**src/rtl/jy_irq_timer.sv**
```systemverilog
`timescale 1ns/1ps
// Mapper IRQ timer: 8-bit prescaler feeding an 8-bit counter, four tick sources
// (CPU M2, filtered PPU A12 rise, PPU read, CPU write), sticky pending flag.
module jy_irq_timer #(
    parameter int A12_FILTER = 0
) (
    input  logic        clk,
    input  logic        reset_n,
    input  logic        ce,
    input  logic        enable,
    input  logic [15:0] prg_ain,
    input  logic        prg_write,
    input  logic [7:0]  prg_din,
    input  logic        ppu_ce,
    input  logic [13:0] chr_ain_o,
    input  logic        chr_read,
    output logic        irq,
    output logic [7:0]  irq_count_o,
    output logic [7:0]  irq_prescaler_o
);

    localparam int LW = (A12_FILTER > 0) ? $clog2(A12_FILTER + 1) : 1;
    localparam logic [LW-1:0] FILT = LW'(A12_FILTER);

    logic [7:0]    r_mode;
    logic [7:0]    r_xor;
    logic [7:0]    r_prescaler;
    logic [7:0]    r_counter;
    logic          r_enabled;
    logic          r_pending;
    logic          r_old_a12;
    logic [LW-1:0] r_low_cnt;

    logic [7:0]    w_mode_next;
    logic [7:0]    w_xor_next;
    logic [7:0]    w_prescaler_next;
    logic [7:0]    w_counter_next;
    logic          w_enabled_next;
    logic          w_pending_next;
    logic          w_old_a12_next;
    logic [LW-1:0] w_low_cnt_next;

    logic          w_reg_sel;
    logic [7:0]    w_wr_idx;
    logic          w_disable;
    logic          w_set_en;
    logic          w_a12;
    logic          w_a12_rise;
    logic          w_tick;
    logic          w_active;
    logic          w_up;
    logic          w_step;
    logic          w_pre_term;
    logic          w_cnt_wrap;
    logic [7:0]    w_pre_step;
    logic [7:0]    w_cnt_step;
    logic          w_unused_bits;

    assign w_unused_bits = ^{chr_ain_o[13], chr_ain_o[11:0], prg_ain[10:3]};

    assign w_reg_sel = ce && prg_write && enable && (prg_ain[15:11] == 5'b11000);

    genvar gi;
    generate
        for (gi = 0; gi < 8; gi++) begin : g_decode
            assign w_wr_idx[gi] = w_reg_sel && (prg_ain[2:0] == 3'(gi));
        end
    endgenerate

    assign w_disable = (w_wr_idx[0] && !prg_din[0]) || w_wr_idx[2];
    assign w_set_en  = (w_wr_idx[0] &&  prg_din[0]) || w_wr_idx[3];

    // A12 rise only counts after enough low samples to reject short glitches.
    assign w_a12      = chr_ain_o[12];
    assign w_a12_rise = ppu_ce && !r_old_a12 && w_a12 && (r_low_cnt >= FILT);

    always_comb begin
        w_tick = 1'b0;
        case (r_mode[1:0])
            2'b00:   w_tick = ce;
            2'b01:   w_tick = w_a12_rise;
            2'b10:   w_tick = ppu_ce && chr_read;
            default: w_tick = ce && prg_write;
        endcase
    end

    assign w_active = r_enabled && (r_mode[7] ^ r_mode[6]);
    assign w_up     = r_mode[6];
    assign w_step   = w_tick && w_active && enable && !w_disable;

    always_comb begin
        w_pre_term = 1'b0;
        if (r_mode[2]) begin
            w_pre_term = w_up ? (r_prescaler[2:0] == 3'd7) : (r_prescaler[2:0] == 3'd0);
        end else begin
            w_pre_term = w_up ? (r_prescaler == 8'hFF) : (r_prescaler == 8'h00);
        end
    end

    assign w_pre_step = w_up ? (r_prescaler + 8'd1) : (r_prescaler - 8'd1);
    assign w_cnt_step = w_up ? (r_counter + 8'd1) : (r_counter - 8'd1);
    assign w_cnt_wrap = w_up ? (r_counter == 8'hFF) : (r_counter == 8'h00);

    always_comb begin
        w_mode_next      = r_mode;
        w_xor_next       = r_xor;
        w_prescaler_next = r_prescaler;
        w_counter_next   = r_counter;
        w_enabled_next   = r_enabled;
        w_pending_next   = r_pending;
        w_old_a12_next   = r_old_a12;
        w_low_cnt_next   = r_low_cnt;

        if (w_wr_idx[1]) w_mode_next = prg_din;
        if (w_wr_idx[6]) w_xor_next  = prg_din;

        // A register write beats the tick for the register it targets.
        if (w_disable) begin
            w_prescaler_next = 8'h00;
        end else if (w_wr_idx[4]) begin
            w_prescaler_next = prg_din ^ r_xor;
        end else if (w_step) begin
            w_prescaler_next = w_pre_step;
        end

        if (w_wr_idx[5]) begin
            w_counter_next = prg_din ^ r_xor;
        end else if (w_step && w_pre_term) begin
            w_counter_next = w_cnt_step;
        end

        if (w_set_en) w_enabled_next = 1'b1;
        if (w_step && w_pre_term && w_cnt_wrap) w_pending_next = 1'b1;
        if (w_disable) begin
            w_enabled_next = 1'b0;
            w_pending_next = 1'b0;
        end

        if (ppu_ce) begin
            w_old_a12_next = w_a12;
            if (w_a12) begin
                w_low_cnt_next = '0;
            end else if (r_low_cnt < FILT) begin
                w_low_cnt_next = r_low_cnt + 1'b1;
            end
        end

        // Mapper switched off: drop the live IRQ state, keep the programmed values.
        if (!enable) begin
            w_enabled_next = 1'b0;
            w_pending_next = 1'b0;
            w_old_a12_next = 1'b0;
            w_low_cnt_next = '0;
        end
    end

    always_ff @(posedge clk or negedge reset_n) begin
        if (!reset_n) begin
            r_mode      <= 8'h00;
            r_xor       <= 8'h00;
            r_prescaler <= 8'h00;
            r_counter   <= 8'h00;
            r_enabled   <= 1'b0;
            r_pending   <= 1'b0;
            r_old_a12   <= 1'b0;
            r_low_cnt   <= '0;
        end else begin
            r_mode      <= w_mode_next;
            r_xor       <= w_xor_next;
            r_prescaler <= w_prescaler_next;
            r_counter   <= w_counter_next;
            r_enabled   <= w_enabled_next;
            r_pending   <= w_pending_next;
            r_old_a12   <= w_old_a12_next;
            r_low_cnt   <= w_low_cnt_next;
        end
    end

    assign irq             = r_pending && r_enabled;
    assign irq_count_o     = r_counter;
    assign irq_prescaler_o = r_prescaler;

endmodule

```
**config.mk**
```make
export PLATFORM = sky130hd
export DESIGN_NAME = jy_irq_timer
export DESIGN_NICKNAME = d
export VERILOG_FILES = /design/src/rtl/jy_irq_timer.sv
export SDC_FILE = /design/constraint.sdc
export NUM_CORES = 1
export LEC_CHECK = 0
export ABC_AREA = 1
export BUFFER_PORTS_ARGS = -buffer_cell sky130_fd_sc_hd__buf_2
export CORE_MARGIN = 2
export CORE_UTILIZATION = 23
export DETAILED_ROUTE_END_ITERATION = 7
export PLACE_DENSITY_LB_ADDON = 0.08
export SYNTH_ARGS = -nofsm -noshare
export SYNTH_HDL_FRONTEND = slang
export SYNTH_SLANG_ARGS = --single-unit
```
**constraint.sdc**
```tcl
create_clock -name clk -period 2.5 [get_ports clk]
set_input_delay 0.125 -clock clk [delete_from_list [all_inputs] [get_ports clk]]
set_output_delay 0.125 -clock clk [all_outputs]
set_load 0.01 [all_outputs]
```
==> flow_summary.toml, run 1 <==
[cts]
ctsRootBufferMaster = "clkbuf_8"
cts_max_level = 2
path_clk_slew_ps = 70
tritoncts = "yes"
cts_buffers = 5
clk_latency_ps = 280
clock_sinks = 32
cts.path.max_buffers = 2

[logic_synthesis]
synth_edf_count = 0
synth_area_per_cell_um2 = 6.83
synth_flop_cell = "dfrtp_1"
netlist_area_um2 = 2420
yosys_warnings = 0
ys_ff_latch = 32
yosysTopAreaCellShare_pct = 33.0
synth_cell_types = 33
synth_area_leaders = "dfrtp_1 (33%), nand2_1 (19%), nand3_1 (8.3%)"
synth_nets = 414
synth.largest_area_cell = "dfrtp_1"
synth_cells = 355
synth_seq_area_share_pct = 33.0
async_flop_share_pct = 100

[floorplanning]
start_util_pct = 23.6
rows = 37
io_pins = 62
dieArea_um2 = 11400
core_area_um2 = 10300
die_h_um = 107
die_w_um = 107

[run]
max-cap-violations = 0

[critical_path]
path_max_fanout = 16
critPathLaunch = "r_mode[6]"
endpoint_kind = "flop"
critPathLaunchType = "flop"
worst-setup-path-type = "reg2reg"
r2r-start = "r_mode[6]"
rrSetupSlack_ps = 600
worstPathRequired_ps = 2670
worstPathArrival_ps = 2070

[grt]
met1_usage_pct = 18.1
grt_remaining_overflow = 0
met2_usage_pct = 20.5
busiest_layer = "met2"
grt_start_max_net_pins = 33
gr-usage-all-layers_pct = 12.9
grt_pass1_vias = 2380
antenna_found_initial = 0
met3_usage_pct = 1.95
grt_pass1_wl_mm = 11.6

[placed_design]
gp_congestion = 0.718
dp_slack_ps = 568
portBuffers = 40
dp_cells = 528
hpwlAfterDp_mm = 5.31
post_dp_cell_area_um2 = 2780

[timing]
setup_violations = 0
fmax_ghz = 0.526
slew_viol_final = 0
worst_slew_pin_slew_ps = 799
finClkSkew_ps = 5.00
hold_viol = 0
rsz0062_at_grt = "false"
fin_crit_ps = 1900
fin_ws_ps = 601
maxSlewHeadroom_pct = 46.7
finalSetupTns_ps = 0
min_period_over_period_pct = 76.0

[power_and_ir_drop]
power_mw = 1.19
cellPowerDensity_nw_per_um2 = 413
vdd_drop_max_mv = 0.237
power.leakage_nw = 1.59

[cells_and_area]
diodes = 0
drive_gt1_share_pct = 17.0
design_area_um2 = 2880
final_cells = 536
area_growth_pct = 18.9
finalNetCount = 459

[drt]
drt_iter0_drc = 134
detail_route.wl_per_cell_um = 12.6
drt_wl_total_mm = 6.76
routed-via-count = 2346
route.detailed.drc = 0
antenna_left = 0
drt-pass1-iter-count = 4
vias_per_cell = 4.38

[hold_path]
min_from = "ppu_ce"
hold_class = "in2reg"

[outcome]
status = "finished clean"
cell families after synthesis:
kind of cell | Yosys count | share of synthesized area, %
AOI/OAI and AO/OA | 44 | 9.81
xor gates and xnor gates | 10 | 3.61
adders and majority gates | 14 | 7.85
buffers and inverters | 48 | 7.95
DFF | 32 | 33.0
and+or+nand+nor | 207 | 37.7
worst max-delay path, stage by stage, from the launching register on:
cell and delay (ps):
dfrtp_1 390, inv_2 290, ha_1 370, nand2_1 90
nand2_1 50, inv_1 80, nor2_1 40, nor2_1 130
nand2_1 60, nand2_1 50, nand3_1 60, nand3_1 100
nand2_1 60
final cells by class:
type	instances	area [um^2]
clock buffers	7	96.3
flip-flops and latches	32	801
inverters	44	168
multi-input cells	275	1430
repair buffers	42	218
fillers	1199	7390
well taps	136	170
layer usage:
metal	share of wire, %	vias up	routed length (um)
met1	51	1071	3460
met2	45	32	3040
met3	2.8	8	191
met5	0	-	0
met4	0.96	0	65
li1	-	1235	-
sequential cells by signal, indices dropped and copies added (netlist names):
register         flops
irq_count_o          8
irq_prescaler_o      8
r_xor                8
r_mode               5
r_enabled            1
r_old_a12            1
r_pending            1
stage by stage:
stage          utilization [%]  hold WS, ps
3_3_place_gp              27.0          262
4_1_cts                   28.0         60.1
6_report                  28.0         59.2
3_5_place_dp              27.0          253
2_1_floorplan                -         -171
5_1_grt                   28.0         78.7
cell usage in the layout, fill, tap and decap left out, types with 5 or more instances in the layout:
| master | Yosys | routed |
|---|---|---|
| nand2_1 | 120 | 120 |
| buf_2 | 2 | 40 |
| a21oi_1 | 7 | 7 |
| ha_1 | 12 | 12 |
| xor2_1 | 5 | 5 |
| nand3_1 | 40 | 40 |
| o21ai_1 | 10 | 10 |
| xnor2_1 | 5 | 5 |
| inv_2 | 5 | 5 |
| nand2_2 | 5 | 5 |
| o21ai_0 | 18 | 18 |
| clkbuf_8 | 0 | 7 |
| nor2_1 | 24 | 24 |
| inv_1 | 38 | 38 |
| dfrtp_1 | 32 | 32 |
synth_stat cells (2+ instances only):
cell / instances
o21ai_1: 10
inv_1: 38
nor2_4: 2
xor2_1: 5
nand3_1: 40
nor2_1: 24
ha_1: 12
nand2_1: 120
a21o_1: 2
o22ai_1: 4
buf_2: 2
nand4_1: 4
inv_2: 5
xnor2_1: 5
o21ai_0: 18
fa_1: 2
nand2_2: 5
nor3_1: 2
nand2_4: 2
a21oi_1: 7
nand3b_1: 2
or2_2: 2
dfrtp_1: 32
report_power, final:
group,leakage (nW),switching (mW),internal (mW)
Combinational,1.11,0.126,0.0788
Sequential,0.426,0.0128,0.529
Clock,0.0503,0.197,0.245
path summary, 6_finish.rpt:
path | endpoint | depth (start not counted)
setup / recovery | irq_prescaler_o[7] | 12
min in group asynchronous | r_xor[4] | 2
hold reg to reg | r_xor[3] | 2
setup reg to reg | irq_prescaler_o[7] | 12
hold / removal | r_old_a12 | 2
max in group asynchronous | irq_prescaler_o[3] | 2
what timing repair did:
action,in CTS,in global routing
hold buffers,1,0
buffers inserted,0,0
gates resized for setup,0,0
endpoints found under the hold margin,32,0
Note: power is estimated with default switching activity, not from simulation.
==> run 2, diff against run 1 <==
==> constraint.sdc (replaced) <==
create_clock -name clk -period 1.6 [get_ports clk]
set_input_delay 0.08 -clock clk [delete_from_list [all_inputs] [get_ports clk]]
set_output_delay 0.08 -clock clk [all_outputs]
set_load 0.01 [all_outputs]
==> run 2 against run 1 <==
Against the previous run:
- the run now ends with negative setup slack left
- sequential power is 56% higher
- non-clock buffer count increased by 43
- clock power up 59%
- register-to-register slack got worse by 680 ps
- sequential share of layout area shrank 6.1 points
- worst hold slack worse by 45 ps
- wire length up 18%
- utilization rose by 8.0 points
- clock-buffer cell count unchanged
- critical path depth is 1 lower
- die area stayed put
- via count is 8.1% higher
- largest cell class unchanged
- highest routed layer unchanged
==> flow_summary.toml, run 2 (synthesized netlist as in run 1, its figures left out) <==
[drt]
drt_wl_total_mm = 7.94
routed-via-count = 2536
antenna_left = 0
drt-pass1-iter-count = 4
drt_iter0_drc = 89
detail_route.wl_per_cell_um = 13.7
vias_per_cell = 4.36
route.detailed.drc = 0

[critical_path]
cp_slowest_cell = "dfrtp_2"
max_stage_delay_ps = 460
r2r-start = "r_mode[6]"
r2r_end = "irq_count_o[6]"
path_max_fanout = 8
path_buf_inv = 3
endpoint_kind = "flop"
critPathTopFamily = "simple AND/OR/NAND/NOR gates"
worst-setup-path-type = "reg2reg"
rrSetupSlack_ps = -80
path_cells = "inv_8 > buf_12 > ha_4 > buf_4 > nand4_1 > nand3_1 > nand2_1 > nand3_2 > nand2_1 > nand2_1 > nand2_1"
crit_top_cell = "nand2_1"
worstPathArrival_ps = 1860
critPathLaunchType = "flop"
worstPathRequired_ps = 1790
worst-r2r-cell-count = 11

[timing]
fin_ws_ps = -76.7
finClkSkew_ps = 7.19
slew_viol_final = 0
finalSetupTns_ps = -576
maxSlewHeadroom_pct = 48.9
timing.hold.ws_ps = 14.5
min_period_over_period_pct = 105
hold_viol = 0
fmax_ghz = 0.596
rsz0062_at_grt = "true"
worst_slew_pin_slew_ps = 762
setup_violations = 13
fin_crit_ps = 1680

[outcome]
violations = "negative setup slack"
status = "complete, but fails checks"

[grt]
antenna_found_initial = 0
grt_remaining_overflow = 0
gr-usage-all-layers_pct = 14.4
grt_pass1_vias = 2515
grt_pass1_wl_mm = 12.8
grt_start_max_net_pins = 18

[power_and_ir_drop]
power.leakage_nw = 1.90
p_int_mw = 1.42
switching_share_pct = 29.4
p_comb_share_pct = 23.4
vdd_drop_max_mv = 0.227
cellPowerDensity_nw_per_um2 = 544
clock_power_share_pct = 34.7
p_switching_uw = 594
p_seq_share_pct = 41.8

[placed_design]
gp_congestion = 0.793
portBuffers = 40
hpwlAfterDp_mm = 5.84

[hold_path]
hold_class = "in2reg"
holdPathStages = 2
min_to = "r_old_a12"
min_from = "ppu_ce"

[cells_and_area]
diodes = 0
area_growth_pct = 53.0
finalNetCount = 504
final_common_cell = "nand2_1"
drive_gt1_share_pct = 40.9
most-common-layout-cells = "nand2_1 (98), buf_2 (40), inv_1 (35)"

[cts]
cts.path.max_buffers = 2
ctsRootBufferMaster = "clkbuf_8"
cts_buffers = 5
clk_latency_ps = 290
cts_max_level = 2
tritoncts = "yes"
path_clk_slew_ps = 70
clock_sinks = 32

[floorplanning]
die_h_um = 107
rows = 37
die_w_um = 107
start_util_pct = 23.6
core_area_um2 = 10300
dieArea_um2 = 11400
io_pins = 62

[run]
max-cap-violations = 0
==> run 2: cell count changes in the layout (fill, tap and decap cells not counted), sizes merged <==
cell,before,now
clkinv,0,1
nand2,127,128
buf,41,84
==> run 2: area by class of cell <==
cell class / instances / area, um^2
clock buffer: 7 / 96.3
timing repair inverter: 1 / 16.3
inverter: 44 / 178
fill: 1123 / 6570
sequential: 32 / 803
tap: 136 / 170
multi-input combinational: 276 / 1840
timing repair buffer: 85 / 604
==> run 2: per-stage QoR <==
step	setup WS (ps)	cells	util [%]	area, um^2	power (mW)
floorplan	3.14	355	-	2460	1.07
finish	-76.7	581	36.1	3710	2.02
global route	-192	581	36.1	3710	2.15
CTS	-92.8	577	33.4	3440	2.00
global placement	-130	563	30.0	3080	1.24
detailed placement	-142	563	30.0	3080	1.24
==> run 2: worst max-delay path by stage <==
stage / start / slack, ps / depth (start not counted) / end
after floorplan: irq_prescaler_o[0] / 3 / 12 / irq_prescaler_o[6]
after global placement: r_mode[6] / -130 / 12 / irq_prescaler_o[6]
after detailed placement: r_mode[6] / -140 / 12 / irq_prescaler_o[6]
final: r_mode[6] / -80 / 11 / irq_count_o[6]
after global routing: r_mode[6] / -190 / 12 / irq_count_o[5]
after CTS: r_mode[6] / -90 / 13 / irq_prescaler_o[7]
==> run 2: power by group through the flow <==
stage / Combinational [mW] / Sequential [mW] / Clock (mW)
after floorplan: 0.201 / 0.864 / 0
after global placement: 0.384 / 0.857 / 0
after detailed placement: 0.385 / 0.857 / 0
after CTS: 0.424 / 0.843 / 0.736
after global routing: 0.533 / 0.846 / 0.767
final: 0.472 / 0.844 / 0.701
==> run 2: what timing repair did <==
action,CTS,global route
pin swaps,13,18
endpoints found under the setup margin,15,17
endpoints found under the hold margin,16,0
hold buffers,1,0
setup buffers,4,4
gates cloned,2,0
gates resized for setup,39,57
==> run 2: worst register-to-register path: cells and delay by family, from the launching register on <==
kind / cells / cell delay (ps)
adder cells (fa/ha/maj): 1 / 300
flip-flops: 1 / 460
buffers and inverters: 3 / 340
AND/OR/NAND/NOR: 7 / 480
==> run 2: metal layers <==
layer  part of all wire (%)  wire (um)  global-route usage [%]
met5                      0          0                       0
met4                    2.4        190                    3.25
met3                    2.5        198                    2.61
met2                     46       3630                    23.2
met1                     49       3930                    20.1
==> run 3, diff against run 2 <==
--- a/config.mk
+++ b/config.mk
@@ -11,6 +11,7 @@
 export CORE_UTILIZATION = 23
 export DETAILED_ROUTE_END_ITERATION = 7
 export PLACE_DENSITY_LB_ADDON = 0.08
+export SKIP_LAST_GASP = 1
 export SYNTH_ARGS = -nofsm -noshare
 export SYNTH_HDL_FRONTEND = slang
 export SYNTH_SLANG_ARGS = --single-unit
==> run 3 against run 2 <==
Against the previous run:
- the run still ends with negative setup slack left
- highest routed layer unchanged
- largest power group unchanged
- via count fell by 1.0%
- largest cell class unchanged
- clock-buffer cell count did not move
- sequential power hardly changed
- sequential cell count is the same
- wire length shrank 1.0%
- clock skew barely moved
- cell count grew 0.34%
- register-to-register slack about the same
- utilization fell by 0.40 points
- fmax decreased by 0.81%
==> flow_summary.toml, run 3 (synthesized netlist as in run 1, its figures left out) <==
[cts]
cts_buffers = 5
clock_sinks = 32
cts_max_level = 2
tritoncts = "yes"
cts.path.max_buffers = 2
clk_latency_ps = 290
ctsRootBufferMaster = "clkbuf_8"
path_clk_slew_ps = 70

[placed_design]
hpwlAfterDp_mm = 5.84
gp_congestion = 0.793
post_dp_cell_area_um2 = 3080
dp_slack_ps = -142
portBuffers = 40

[drt]
routed-via-count = 2510
route.detailed.drc = 0
drt_wl_total_mm = 7.86
detail_route.wl_per_cell_um = 13.5
drt-pass1-iter-count = 4
drt_iter0_drc = 94
vias_per_cell = 4.31
antenna_left = 0

[critical_path]
rrSetupSlack_ps = -90
r2r-start = "r_mode[6]"
crit_top_cell = "nand2_1"
path_max_fanout = 7
worstPathArrival_ps = 1870
worst-setup-path-type = "reg2reg"
critPathLaunchType = "flop"
endpoint_kind = "flop"
worst-r2r-cell-count = 8
worstPathRequired_ps = 1780
r2r_end = "irq_count_o[2]"
cp_slowest_cell = "dfrtp_2"
path_cells = "buf_12 > inv_8 > fa_2 > or2_2 > nand3_1 > o21ai_0 > nand2_1 > nand2_1"
max_stage_delay_ps = 460

[floorplanning]
io_pins = 62
start_util_pct = 23.6
die_w_um = 107
die_h_um = 107
core_area_um2 = 10300
rows = 37
dieArea_um2 = 11400

[outcome]
violations = "negative setup slack"
status = "complete, but fails checks"

[timing]
maxSlewHeadroom_pct = 48.6
slew_viol_final = 0
fin_ws_ps = -90.5
fmax_ghz = 0.592
rsz0062_at_grt = "true"
setup_violations = 13
min_period_over_period_pct = 106
finClkSkew_ps = 6.86
worst_slew_pin_slew_ps = 765
fin_crit_ps = 1690
hold_viol = 0
timing.hold.ws_ps = 14.7

[run]
max-cap-violations = 0

[cells_and_area]
design_area_um2 = 3670
fillers = 1125
finalNetCount = 506
drive_gt1_share_pct = 39.1
postLayoutCoreUtil_pct = 35.7
final_common_cell = "nand2_1"
diodes = 0
area_growth_pct = 51.3
most-common-layout-cells = "nand2_1 (101), buf_2 (40), buf_4 (36)"

[hold_path]
min_from = "ppu_ce"
min_to = "r_old_a12"
holdPathStages = 2
hold_class = "in2reg"

[grt]
grt_start_max_net_pins = 18
grt_pass1_vias = 2487
grt_remaining_overflow = 0
grt_pass1_wl_mm = 12.7
gr-usage-all-layers_pct = 14.3
antenna_found_initial = 0

[power_and_ir_drop]
vdd_drop_max_mv = 0.227
cellPowerDensity_nw_per_um2 = 547
power.leakage_nw = 1.90
-- run 3: cell count changes in the layout (fill, tap and decap cells not counted), sizes merged --
cell  delta
buf      +2
-- run 3: how the worst max path moves through the flow --
stage / startpoint / to
after detailed placement: r_mode[6] / irq_prescaler_o[6]
after global routing: r_mode[6] / irq_prescaler_o[6]
after floorplan: irq_prescaler_o[0] / irq_prescaler_o[6]
after global placement: r_mode[6] / irq_prescaler_o[6]
final: r_mode[6] / irq_count_o[2]
after CTS: r_mode[6] / irq_prescaler_o[7]
-- run 3: routing by layer --
layer	wire length, um	part of all wire [%]	GRT usage (%)	vias to the layer above
li1	-	-	-	1329
met1	3860	49	20.0	1137
met2	3630	46	22.8	33
met3	231	2.9	2.61	11
met4	132	1.7	3.25	0
met5	0	0	0	-
-- run 3: cell type report --
cell class / count / area, um^2 / area share (%)
Clock buffer: 7 / 96.3 / 2.63
Inverter: 44 / 178 / 4.85
Timing Repair inverter: 1 / 11.3 / 0.307
Tap cell: 136 / 170 / 4.64
Sequential cell: 32 / 803 / 21.9
Multi-Input combinational cell: 276 / 1790 / 48.8
Timing Repair Buffer: 87 / 619 / 16.9
-- run 3: timing repair --
action | in CTS | in global routing
setup buffers | 4 | 6
endpoints found under the hold margin | 16 | 0
hold buffers | 1 | 0
setup endpoints to repair | 15 | 17
cloned | 2 | 0
resized for setup | 32 | 52
pin swaps | 13 | 20
-- run 3: where the power goes --
| part | leakage (nW) | internal [mW] | switching (mW) |
|---|---|---|---|
| logic | 1.42 | 0.209 | 0.251 |
| clock network | 0.0503 | 0.383 | 0.316 |
| registers | 0.422 | 0.826 | 0.0177 |
| total | 1.90 | 1.42 | 0.585 |
-- run 3: worst max-delay path, delay by kind of cell (launching register included) --
kind | cells | cell delay, ps
adders and majority gates | 1 | 360
AOI/OAI and AO/OA | 1 | 70
and+or+nand+nor | 4 | 510
DFF | 1 | 460
buffers and inverters | 2 | 180
-- run 3: through the flow --
step	power, mW	instances	setup TNS [ps]
after detailed placement	1.24	563	-1430
after floorplan	1.07	355	0
after global routing	2.13	583	-2390
final	2.00	583	-741
after global placement	1.24	563	-1330
after CTS	2.00	577	-1030
